--- src/rtl/if_id_skid_reg_if.sv ---
// rtl/if_id_skid_reg_if.sv - valid/ready bus carrying one fetched instruction entry
//
// Purpose: bundles the handshake and payload of one IF/ID entry so both sides
//          of the pipeline register use the same signal set.
// Signals:
//   valid       producer presents an entry
//   ready       consumer can take the entry this cycle
//   instr       instruction word (DATA_W bits)
//   pc          program counter of instr (PC_W bits)
//   pred_taken  branch predicted taken for instr
// Modports:
//   master  drives valid/instr/pc/pred_taken, samples ready
//   slave   samples valid/instr/pc/pred_taken, drives ready
interface if_id_skid_reg_if #(
  parameter int DATA_W = 32,
  parameter int PC_W   = 32
) ();
  logic              valid;
  logic              ready;
  logic [DATA_W-1:0] instr;
  logic [PC_W-1:0]   pc;
  logic              pred_taken;

  modport master (
    output valid,
    output instr,
    output pc,
    output pred_taken,
    input  ready
  );

  modport slave (
    input  valid,
    input  instr,
    input  pc,
    input  pred_taken,
    output ready
  );
endinterface

--- src/rtl/if_id_skid_reg.sv ---
// rtl/if_id_skid_reg.sv - IF/ID pipeline register with one-entry skid buffer and stall counter
//
// Purpose: carries instruction, PC and prediction flag from fetch to decode at one
//          transfer per cycle. A skid slot absorbs the entry accepted in the cycle
//          decode stalls, so in_ready depends only on registered state.
// Ports:
//   clock         system clock, all updates on posedge
//   nreset        synchronous active-low reset, highest priority
//   flush         drop held and incoming entries this edge
//   in_bus        fetch side (slave): valid/instr/pc/pred_taken in, ready out
//   out_bus       decode side (master): valid/instr/pc/pred_taken out, ready in
//   stall_cycles  saturating count of cycles with out valid and not ready
module if_id_skid_reg #(
  parameter int                DATA_W   = 32,
  parameter int                PC_W     = 32,
  parameter logic [DATA_W-1:0] NOP_WORD = {DATA_W{1'b0}},
  parameter int                CNT_W    = 16
) (
  input  logic                     clock,
  input  logic                     nreset,
  input  logic                     flush,
  if_id_skid_reg_if.slave          in_bus,
  if_id_skid_reg_if.master         out_bus,
  output logic [CNT_W-1:0]         stall_cycles
);

  // main slot: the entry currently presented to decode
  logic              r_main_valid;
  logic [DATA_W-1:0] r_main_instr;
  logic [PC_W-1:0]   r_main_pc;
  logic              r_main_pred;

  // skid slot: entry accepted while main was held by decode
  logic              r_skid_valid;
  logic [DATA_W-1:0] r_skid_instr;
  logic [PC_W-1:0]   r_skid_pc;
  logic              r_skid_pred;

  logic [CNT_W-1:0]  r_stall_cnt;

  logic              w_in_ready;
  logic              w_in_fire;
  logic              w_out_fire;
  logic              w_main_free;
  logic              w_stall;

  // in_ready comes straight from the skid flag, breaking the ready path to decode
  assign w_in_ready  = ~r_skid_valid;
  assign w_in_fire   = in_bus.valid & w_in_ready;
  assign w_out_fire  = r_main_valid & out_bus.ready;
  assign w_main_free = ~r_main_valid | w_out_fire;
  assign w_stall     = r_main_valid & ~out_bus.ready;

  always_ff @(posedge clock) begin
    if (!nreset) begin
      r_main_valid <= 1'b0;
      r_main_instr <= NOP_WORD;
      r_main_pc    <= '0;
      r_main_pred  <= 1'b0;
      r_skid_valid <= 1'b0;
      r_skid_instr <= NOP_WORD;
      r_skid_pc    <= '0;
      r_skid_pred  <= 1'b0;
      r_stall_cnt  <= '0;
    end else begin
      // the counter observes decode back-pressure and ignores flush
      if (w_stall && (r_stall_cnt != {CNT_W{1'b1}})) begin
        r_stall_cnt <= r_stall_cnt + 1'b1;
      end

      if (flush) begin
        r_main_valid <= 1'b0;
        r_skid_valid <= 1'b0;
      end else if (w_main_free) begin
        // the older skid entry always goes ahead of the incoming one
        if (r_skid_valid) begin
          r_main_valid <= 1'b1;
          r_main_instr <= r_skid_instr;
          r_main_pc    <= r_skid_pc;
          r_main_pred  <= r_skid_pred;
          r_skid_valid <= 1'b0;
        end else if (w_in_fire) begin
          r_main_valid <= 1'b1;
          r_main_instr <= in_bus.instr;
          r_main_pc    <= in_bus.pc;
          r_main_pred  <= in_bus.pred_taken;
        end else begin
          r_main_valid <= 1'b0;
        end
      end else if (w_in_fire) begin
        r_skid_valid <= 1'b1;
        r_skid_instr <= in_bus.instr;
        r_skid_pc    <= in_bus.pc;
        r_skid_pred  <= in_bus.pred_taken;
      end
    end
  end

  assign in_bus.ready       = w_in_ready;
  assign out_bus.valid      = r_main_valid;
  assign out_bus.instr      = r_main_valid ? r_main_instr : NOP_WORD;
  assign out_bus.pc         = r_main_valid ? r_main_pc : '0;
  assign out_bus.pred_taken = r_main_valid & r_main_pred;
  assign stall_cycles       = r_stall_cnt;

endmodule

--- src/flat_wrapper.sv ---
// flat-port wrapper written by rule: the top's interface ports become plain ports
module if_id_skid_reg_flat 
#(
  parameter int                DATA_W   = 32,
  parameter int                PC_W     = 32,
  parameter logic [DATA_W-1:0] NOP_WORD = {DATA_W{1'b0}},
  parameter int                CNT_W    = 16
)
  (clock, nreset, flush, stall_cycles, in_bus_valid, in_bus_instr, in_bus_pc, in_bus_pred_taken, in_bus_ready, out_bus_valid, out_bus_instr, out_bus_pc, out_bus_pred_taken, out_bus_ready);
  if_id_skid_reg_if #(.DATA_W(DATA_W), .PC_W(PC_W)) in_bus_i ();
  if_id_skid_reg_if #(.DATA_W(DATA_W), .PC_W(PC_W)) out_bus_i ();
  input  logic clock;
  input  logic nreset;
  input  logic flush;
  output logic [CNT_W-1:0] stall_cycles;
  input wire logic [$bits(in_bus_i.valid)-1:0] in_bus_valid;
  input wire logic [$bits(in_bus_i.instr)-1:0] in_bus_instr;
  input wire logic [$bits(in_bus_i.pc)-1:0] in_bus_pc;
  input wire logic [$bits(in_bus_i.pred_taken)-1:0] in_bus_pred_taken;
  output wire logic [$bits(in_bus_i.ready)-1:0] in_bus_ready;
  output wire logic [$bits(out_bus_i.valid)-1:0] out_bus_valid;
  output wire logic [$bits(out_bus_i.instr)-1:0] out_bus_instr;
  output wire logic [$bits(out_bus_i.pc)-1:0] out_bus_pc;
  output wire logic [$bits(out_bus_i.pred_taken)-1:0] out_bus_pred_taken;
  input wire logic [$bits(out_bus_i.ready)-1:0] out_bus_ready;
  assign in_bus_i.valid = in_bus_valid;
  assign in_bus_i.instr = in_bus_instr;
  assign in_bus_i.pc = in_bus_pc;
  assign in_bus_i.pred_taken = in_bus_pred_taken;
  assign in_bus_ready = in_bus_i.ready;
  assign out_bus_valid = out_bus_i.valid;
  assign out_bus_instr = out_bus_i.instr;
  assign out_bus_pc = out_bus_i.pc;
  assign out_bus_pred_taken = out_bus_i.pred_taken;
  assign out_bus_i.ready = out_bus_ready;
  if_id_skid_reg #(.DATA_W(DATA_W), .PC_W(PC_W), .NOP_WORD(NOP_WORD), .CNT_W(CNT_W)) u_core (.clock(clock), .nreset(nreset), .flush(flush), .in_bus(in_bus_i), .out_bus(out_bus_i), .stall_cycles(stall_cycles));
endmodule
--- config.mk ---
export PLATFORM = sky130hd
export DESIGN_NAME = if_id_skid_reg_flat
export DESIGN_NICKNAME = d
export VERILOG_FILES = /design/src/rtl/if_id_skid_reg_if.sv /design/src/rtl/if_id_skid_reg.sv /design/src/flat_wrapper.sv
export SDC_FILE = /design/constraint.sdc
export NUM_CORES = 1
export LEC_CHECK = 0
export ABC_AREA = 1
export BUFFER_PORTS_ARGS = -buffer_cell sky130_fd_sc_hd__buf_2
export CAP_MARGIN = 0
export CORE_MARGIN = 2
export CORE_UTILIZATION = 35
export DETAILED_ROUTE_END_ITERATION = 16
export HOLD_SLACK_MARGIN = 0.03
export RECOVER_POWER = 100
export SLEW_MARGIN = 20
export SYNTH_ARGS = -nofsm -noshare
export SYNTH_HDL_FRONTEND = slang
export SYNTH_SLANG_ARGS = --single-unit
--- constraint.sdc ---
create_clock -name clock -period 1.84 [get_ports clock]
set_clock_uncertainty 0.1 [all_clocks]
set_input_delay 0.092 -clock clock [delete_from_list [all_inputs] [get_ports clock]]
set_output_delay 0.092 -clock clock [all_outputs]
set_load 0.01 [all_outputs]
* Yosys cells after proc, flatten, opt, wreduce, memory -nomap -nowiden *
Index checks and enable logic that the tools add are counted.

storage, ports and cells
  output and inout bits = 83
  register bits after elaboration = 148

cells by class
  $add $sub $neg = 1
  equal/unequal tests = 1
  reductions and logical operators = 6
  mux-type cells = 10
  bitwise gates (word level) = 11

operators with widths
  operator               number
  $mux 32                6
  $add 16x1->16 const B  1
  $ne 16x16->1 const B   1
  $not 1->1              6
  $reduce_and 3->1       2
  $and 1x1->1            4
  $mux 1                 4
  $reduce_or 3->1        1
  $reduce_bool 2->1      1
  $reduce_or 2->1        1
  $logic_and 1x1->1      1
  $or 1x1->1             1

* Logic depth before layout (Yosys ltp) *
Gate-level depths: netlist (run 1).

  depth after elaboration = 4
  depth in mapped cells = 9
  depth with buffers taken out = 9

* Worst setup path before layout (run 1) *
OpenSTA, ideal clock, no wires.

  path kind = register to register
  from = register u_core.r_stall_cnt[0], in the netlist u_core.stall_cycles[0]
  to = register u_core.r_stall_cnt[11], in the netlist u_core.stall_cycles[11]
  data required time = 1.625 ns
  buffers on the path = 1
  stages on the path, launching flop included = 8
  setup slack = 0.331 ns
  data arrival time = 1.294 ns
  path through = dfxtp_1 > ha_1 > inv_1 > nor2_1 > nand4_1 > buf_2 > a21oi_1 > nor2_1

on the way
  longest elaborated chain between the ends = 2
  elaborated cells between the ends (all ways) = 3
  classes of those cells = add/sub (1); eq/ne (1); reduce/logical (1)

ends and longest elaborated chain
  item                                                                   RTL line              RTL
  start: declaration                                                     if_id_skid_reg.sv:39  logic [CNT_W-1:0] r_stall_cnt;
  start signal: assignment                                               if_id_skid_reg.sv:68  r_stall_cnt <= r_stall_cnt + 1'b1;
  parallel branches: the longest is 2 deep, another holds $add 16x1->16  --

Parallel ways; which one is timed is not known.
A chain may end at the register's enable or synchronous reset.

* Worst setup path in the final report (run 1) *
  from = input port out_bus_ready
  to = register u_core.r_skid_valid

on the way
  longest elaborated chain between the ends = 3

ends and longest elaborated chain
  item                       RTL line              RTL
  start: declaration         flat_wrapper.sv:25    input wire logic [$bits(out_bus_i.ready)-1:0] out_bus_ready;
  $and 1x1->1                if_id_skid_reg.sv:50  assign w_out_fire = r_main_valid & out_bus.ready;
  $or 1x1->1                 if_id_skid_reg.sv:51  assign w_main_free = ~r_main_valid | w_out_fire;
  $reduce_or 3->1 (no line)  --
  end signal: assignment     if_id_skid_reg.sv:60  r_skid_valid <= 1'b0;
  end signal: assignment     if_id_skid_reg.sv:73  r_skid_valid <= 1'b0;
  end signal: assignment     if_id_skid_reg.sv:81  r_skid_valid <= 1'b0;
  end: declaration           if_id_skid_reg.sv:34  logic r_skid_valid;

Every way passes these cells.

==> results of run 1 <==
[final cells by class]
type / count / area, µm² / area share, %
multi-input cells: 774 / 3280 / 36.0
flip-flops and latches: 148 / 2970 / 32.6
repair buffers: 245 / 1660 / 18.2
clock buffers: 21 / 460 / 5.06
well taps: 265 / 332 / 3.64
inverters: 82 / 308 / 3.38
clock inverters: 11 / 101 / 1.11
[cells by family (layout without fill, tap and decap cells)]
group | after synthesis | after routing | share of synthesized area, %
adders and majority gates | 1 | 1 | 0.182
AOI/OAI and AO/OA | 145 | 145 | 10.6
buffers and inverters | 156 | 359 | 9.61
xor gates and xnor gates | 1 | 1 | 0.127
DFF | 148 | 148 | 43.0
and+or+nand+nor | 627 | 627 | 36.4
[flip-flops by register name, indices dropped and copies added, names as in the netlist]
name and count:
u_core.out_bus.valid 1, u_core.r_main_instr 32, u_core.r_main_pc 32, u_core.r_main_pred 1
u_core.r_skid_instr 32, u_core.r_skid_pc 32, u_core.r_skid_pred 1, u_core.r_skid_valid 1
u_core.stall_cycles 16
[final timing paths]
path | to | slack (ps) | cells past startpoint
worst max register to register | u_core.r_skid_valid | 80 | 6
worst max-delay path | u_core.r_skid_valid | 70 | 7
worst min register to register | u_core.r_main_instr[25] | 360 | 2
worst min-delay path | u_core.r_main_instr[25] | 70 | 4
[worst register-to-register path, stage by stage (launching register included)]
cell           delay [ps]
dfxtp_2               350
inv_2                  60
nor2_8                170
inv_2                 100
buf_6                 200
nor3_1                160
dlygate4sd3_1         570
[repair_timing]
item | in CTS | in global routing
setup buffers | 0 | 0
endpoints found under the hold margin | 135 | 0
hold buffers | 69 | 0
gates resized for setup | 1 | 3
setup endpoints to repair | 65 | 27
[report_power, final]
part | total, W | switching [W] | internal (W)
clock | 0.00334 | 0.00141 | 0.00193
sequential | 0.00334 | 0.0000463 | 0.00330
combinational | 0.000689 | 0.000383 | 0.000306
total | 0.00737 | 0.00184 | 0.00553
[layout by cell type (no fill, tap or decap), types with 10 or more instances in the layout]
cell type,count
a21oi_1,77
nor2_1,167
inv_1,78
buf_4,10
clkbuf_1,19
nand3_1,82
dlygate4sd3_1,69
o21ai_0,57
clkbuf_16,17
dfxtp_1,146
nand2_1,365
buf_2,138
[per-stage QoR]
step	power [W]	setup TNS [ps]	cells	worst slack (ps)	utilization (%)
detailed placement	0.00400	0	1445	234	40.8
global placement	0.00399	0	1445	305	40.8
CTS	0.00746	0	1546	19.7	47.3
finish	0.00737	0	1546	65.4	46.9
global route	0.00769	-1.19	1546	-1.19	46.9
floorplan	0.00376	0	1078	331	-
[metal layers]
metal	track usage [%]	share of wire [%]
met5	0	0
met4	7.05	1.6
met3	3.41	4.9
met2	33.8	47
met1	26.6	47
==> summary.md, run 1 <==
| Metric | Value |
|---|---|
| Clk Latency, worst-skew pair | 430 ps |
| Crit path DAT | 2040 ps |
| Crit end category | flip-flop |
| First-pass GRT wire length | 33,200 µm |
| Top cell type's share of synthesized area | 43.0% |
| Site Rows | 51 |
| Max capacitance violation total | 0 |
| Top post-synthesis cells by area | dfxtp_1 43%, nand2_1 20%, nor2_1 9.1%, nand3_1 6.0%, a21oi_1 5.6% |
| First-pass iteration count of the detailed router | 4 |
| CTS tree | yes |
| Min Tclk post-route | 1770 ps |
| Tightest Pin Transition | 552 ps |
| GRT Overall Usage | 20.3% |
| Setup CP Type | in -> reg |
| Clock sinks | 148 |
| Top_reg_cell synth | dfxtp_1 |
| Crit Reg-Reg Startpoint | u_core.out_bus.valid |
| CP cell instances | dlygate4sd3_1, buf_2, nor2_8, inv_2, buf_6, nor3_1, dlygate4sd3_1 |
| Crit-path most repeated cell | dlygate4sd3_1 |
| CP Buf/Inv Count | 5 |
| Most frequent cell after synthesis | nand2_1 |
| Synth Area per Inst | 6.39 µm² |
| Worst EP required | 2110 ps |
| Leakage | 4.45 nW |
| HPWL Detailed | 12,600 µm |
| # IOs | 153 |
| PwrDens | 810 nW/µm² |
| Seq cells post-synth | 148 |
| CP Launch Type | input port |
| Worst Hold Class | in -> reg |
| CP max-delay cell | dlygate4sd3_1 |
| Layout fillers | 2,066 |
| Layout cells sized above 1 | 15.8% |
| Period utilization | 96.4% |
| Root Driver | clkbuf_16 |
| Initial Utilization | 35.5% |
| Port Buffer Count | 152 |
| Number of global-route vias before repair | 6,601 |
| Nets | 1,339 |
| Clock buffer depth | 2 |
| Syn nets | 1,149 |
| H-tree levels | 4 |
| Finish-stage setup viols | 0 |
| Reg clk slew, reported paths | 60 ps |
| Post-DR wirelength/cell | 13.3 µm |
| Area Growth Syn to Fin | 32.1% |
| DR vias/cell | 4.61 |
| Critical path fanouts, max | 30 |
| Via count | 7,121 |
| Post-synth EDFFs | 0 |
| Routability cong. | 0.831 |
| Final hold violations | 0 |
| RSZ-0062 raised after global routing | yes |
| CP top delay family | buffers and inverters |
| Status | finished, final reports clean |
| Cell Area, Synth | 6890 µm² |
| Die width | 144 µm |
| Netlist cell types | 25 |
| Diodes inserted | 0 |
| Worst slew margin | 63.2% |
| Worst path max stage delay | 570 ps |
| DP Area | 7910 µm² |
| Num CTS Buffers | 17 |
| Post-route ant nets | 0 |
| Initial antenna violation count | 0 |
| Fin area | 9100 µm² |
| Max VDD drop | 0.000673 V |
| Synth warnings | 0 |
| Die area | 20,800 µm² |
| Height of the die | 144 µm |
| Synth area leader | dfxtp_1 |
| Most frequent cells after synthesis | 366 x nand2_1, 167 x nor2_1, 148 x dfxtp_1 |
| CORE AREA | 19,400 µm² |
| Pin count of the biggest net entering global routing | 67 |
| Final slew viol count | 0 |
| Seq/Total Area, Yosys | 43.0% |
| Async SR Flop Fraction | 0% |
| Worst Setup SP | out_bus_ready |
| Grt total ovfl | 0 |
| Final wirelength | 20,600 µm |
| Cells after Synth | 1,078 |
| FMAX | 564 MHz |
| Hold_ws | 73.7 ps |
| Residual DRC | 0 |
| Hold Crit Start | nreset |
| Initial DRC count | 386 |
(Power assumes the default switching activity.)
==> run 2: changes to the inputs <==
CELL_PAD_IN_SITES_DETAIL_PLACEMENT = 0   (was not set)
CELL_PAD_IN_SITES_GLOBAL_PLACEMENT = 1   (was not set)
PLACE_DENSITY_LB_ADDON = 0.1   (was not set)
==> run 2 against run 1 <==
Against the previous run: core utilization is 0.20 points higher; register-to-register slack better by 100 ps; cell count is 0.26% higher; die area stayed put; critical path depth is 3 lower; final area is 0.43% higher; highest routed layer unchanged.
==> summary.md, run 2 (synthesis gave the netlist of run 1 again) <==
| Metric | Value |
|---|---|
| Nets | 1,341 |
| Crit Reg-Reg Startpoint | u_core.out_bus.valid |
| Period utilization | 93.0% |
| NetSw | 0.00183 W |
| Total power | 0.00777 W |
| Setup crit end | out_bus_pc[23] |
| Number of global-route vias before repair | 6,298 |
| Initial DRC count | 409 |
| Hold Crit Start | nreset |
| First-pass GRT wire length | 32,900 µm |
| HPWL Detailed | 12,500 µm |
| CORE AREA | 19,400 µm² |
| Area Growth Syn to Fin | 32.7% |
| Min Tclk post-route | 1710 ps |
| Routability cong. | 0.776 |
| Root Driver | clkbuf_16 |
| Final wirelength | 20,900 µm |
| Tightest Pin Transition | 730 ps |
| Crit end category | output pin |
| Final slew viol count | 0 |
| FMAX | 584 MHz |
| Max VDD drop | 0.000659 V |
| GRT Overall Usage | 20.2% |
| Pin count of the biggest net entering global routing | 79 |
| Die area | 20,800 µm² |
| Status | finished, final reports clean |
| Crit path DAT | 1520 ps |
| Setup TNS | 0 ps |
| Clock sinks | 148 |
| Clk Latency, worst-skew pair | 420 ps |
| Post-route ant nets | 0 |
| Layout cells sized above 1 | 11.8% |
| Worst EP required | 1650 ps |
| Finish-stage setup viols | 0 |
| Power Internal | 0.00594 W |
| Clock Power Share | 48.1% |
| PwrDens | 850 nW/µm² |
| Sw frac | 23.5% |
| H-tree levels | 4 |
| Residual DRC | 0 |
| Post-DR wirelength/cell | 13.5 µm |
| Worst Reg-to-Reg Cells | 6 |
| Comb pwr share | 8.9% |
| Reg clk slew, reported paths | 60 ps |
| Height of the die | 144 µm |
| Site Rows | 51 |
| # IOs | 153 |
| Initial Utilization | 35.5% |
| DR vias/cell | 4.59 |
| CTS tree | yes |
| Setup CP Type | reg -> out |
| First-pass iteration count of the detailed router | 5 |
| Critical path fanouts, max | 66 |
| Worst Hold Class | in -> reg |
| Clock buffer depth | 2 |
| Worst slew margin | 51.3% |
| Die width | 144 µm |
| Worst Setup SP | u_core.out_bus.valid |
| Most frequent cells in the layout | 365 x nand2_1, 167 x nor2_1, 147 x dfxtp_1, 82 x nand3_1, 78 x buf_2 |
| Grt total ovfl | 0 |
| Reg2Reg Setup Slack | 180 ps |
| CP Launch Type | flip-flop |
| RR Endpoint | u_core.out_bus.valid |
| Port Buffer Count | 152 |
| RSZ-0062 raised after global routing | no |
| Final Core Density | 47.1% |
| Leakage | 4.25 nW |
| Via count | 7,118 |
| Max capacitance violation total | 0 |
| Num CTS Buffers | 17 |
| Commonest non-fill, non-tap cell in the layout | nand2_1 |
| Initial antenna violation count | 2 |
| Final hold violations | 0 |
| Reg power frac | 43.0% |
run 2: changes by cell type in the layout (fill, tap and decap cells not counted), sizes merged:
cell	before	now
buf	154	96
clkbuf	43	101
bufinv	1	4
diode	0	2
clkinv	4	5
clkinvlp	4	3
inv	84	83
run 2: power by group through the flow:
| stage | Combinational, W | Sequential, W | Clock [W] |
|---|---|---|---|
| after floorplan | 0.000354 | 0.00340 | 0 |
| after global placement | 0.000581 | 0.00341 | 0 |
| after detailed placement | 0.000581 | 0.00341 | 0 |
| after CTS | 0.000696 | 0.00334 | 0.00382 |
| after global routing | 0.000776 | 0.00335 | 0.00397 |
| final | 0.000689 | 0.00334 | 0.00374 |
run 2: per-stage QoR:
stage	worst slack, ps	hold WS, ps	area (µm²)	instances
after floorplan	331	141	6890	1078
after global placement	199	248	7890	1446
after detailed placement	184	255	7890	1446
after CTS	10.8	37.4	9220	1547
after global routing	8.18	55.0	9140	1550
final	128	36.3	9140	1550
run 2: worst min path at each step:
| stage | slack [ps] | depth (start not counted) | end |
|---|---|---|---|
| after floorplan | 140 | 2 | u_core.r_skid_pc[10] |
| after global placement | 250 | 3 | u_core.r_skid_pc[6] |
| after detailed placement | 250 | 3 | u_core.r_skid_pc[7] |
| after CTS | 40 | 3 | u_core.r_main_pc[14] |
| after global routing | 60 | 3 | u_core.r_main_pc[14] |
| final | 40 | 3 | u_core.r_main_pc[21] |
run 2: final cells by class:
class / count / area, µm²
Multi-Input combinational cell: 774 / 3280
Inverter: 82 / 308
Clock inverter: 13 / 180
Clock buffer: 19 / 453
Timing Repair Buffer: 247 / 1620
Fill cell: 2158 / 10300
Antenna cell: 2 / 5.00
Tap cell: 265 / 332
Sequential cell: 148 / 2960
run 2: metal layers:
metal,vias up,track usage [%],wire (µm)
met5,-,0,0
met3,22,3.48,886
met2,155,32.8,9590
met4,0,6.49,315
met1,3193,27.5,10100
li1,3748,-,-
run 2: worst max-delay path, stage by stage, from the launching register on:
cell and delay (ps):
dfxtp_2 350, buf_8 380, nand2_1 140, inv_1 90, clkbuf_1 150
run 2: timing repair:
item	4_1_cts	5_1_grt
resized for setup	1	4
setup endpoints to repair	66	46
pin swaps	0	1
setup buffers	0	1
hold endpoints to repair	134	0
hold buffers	69	0
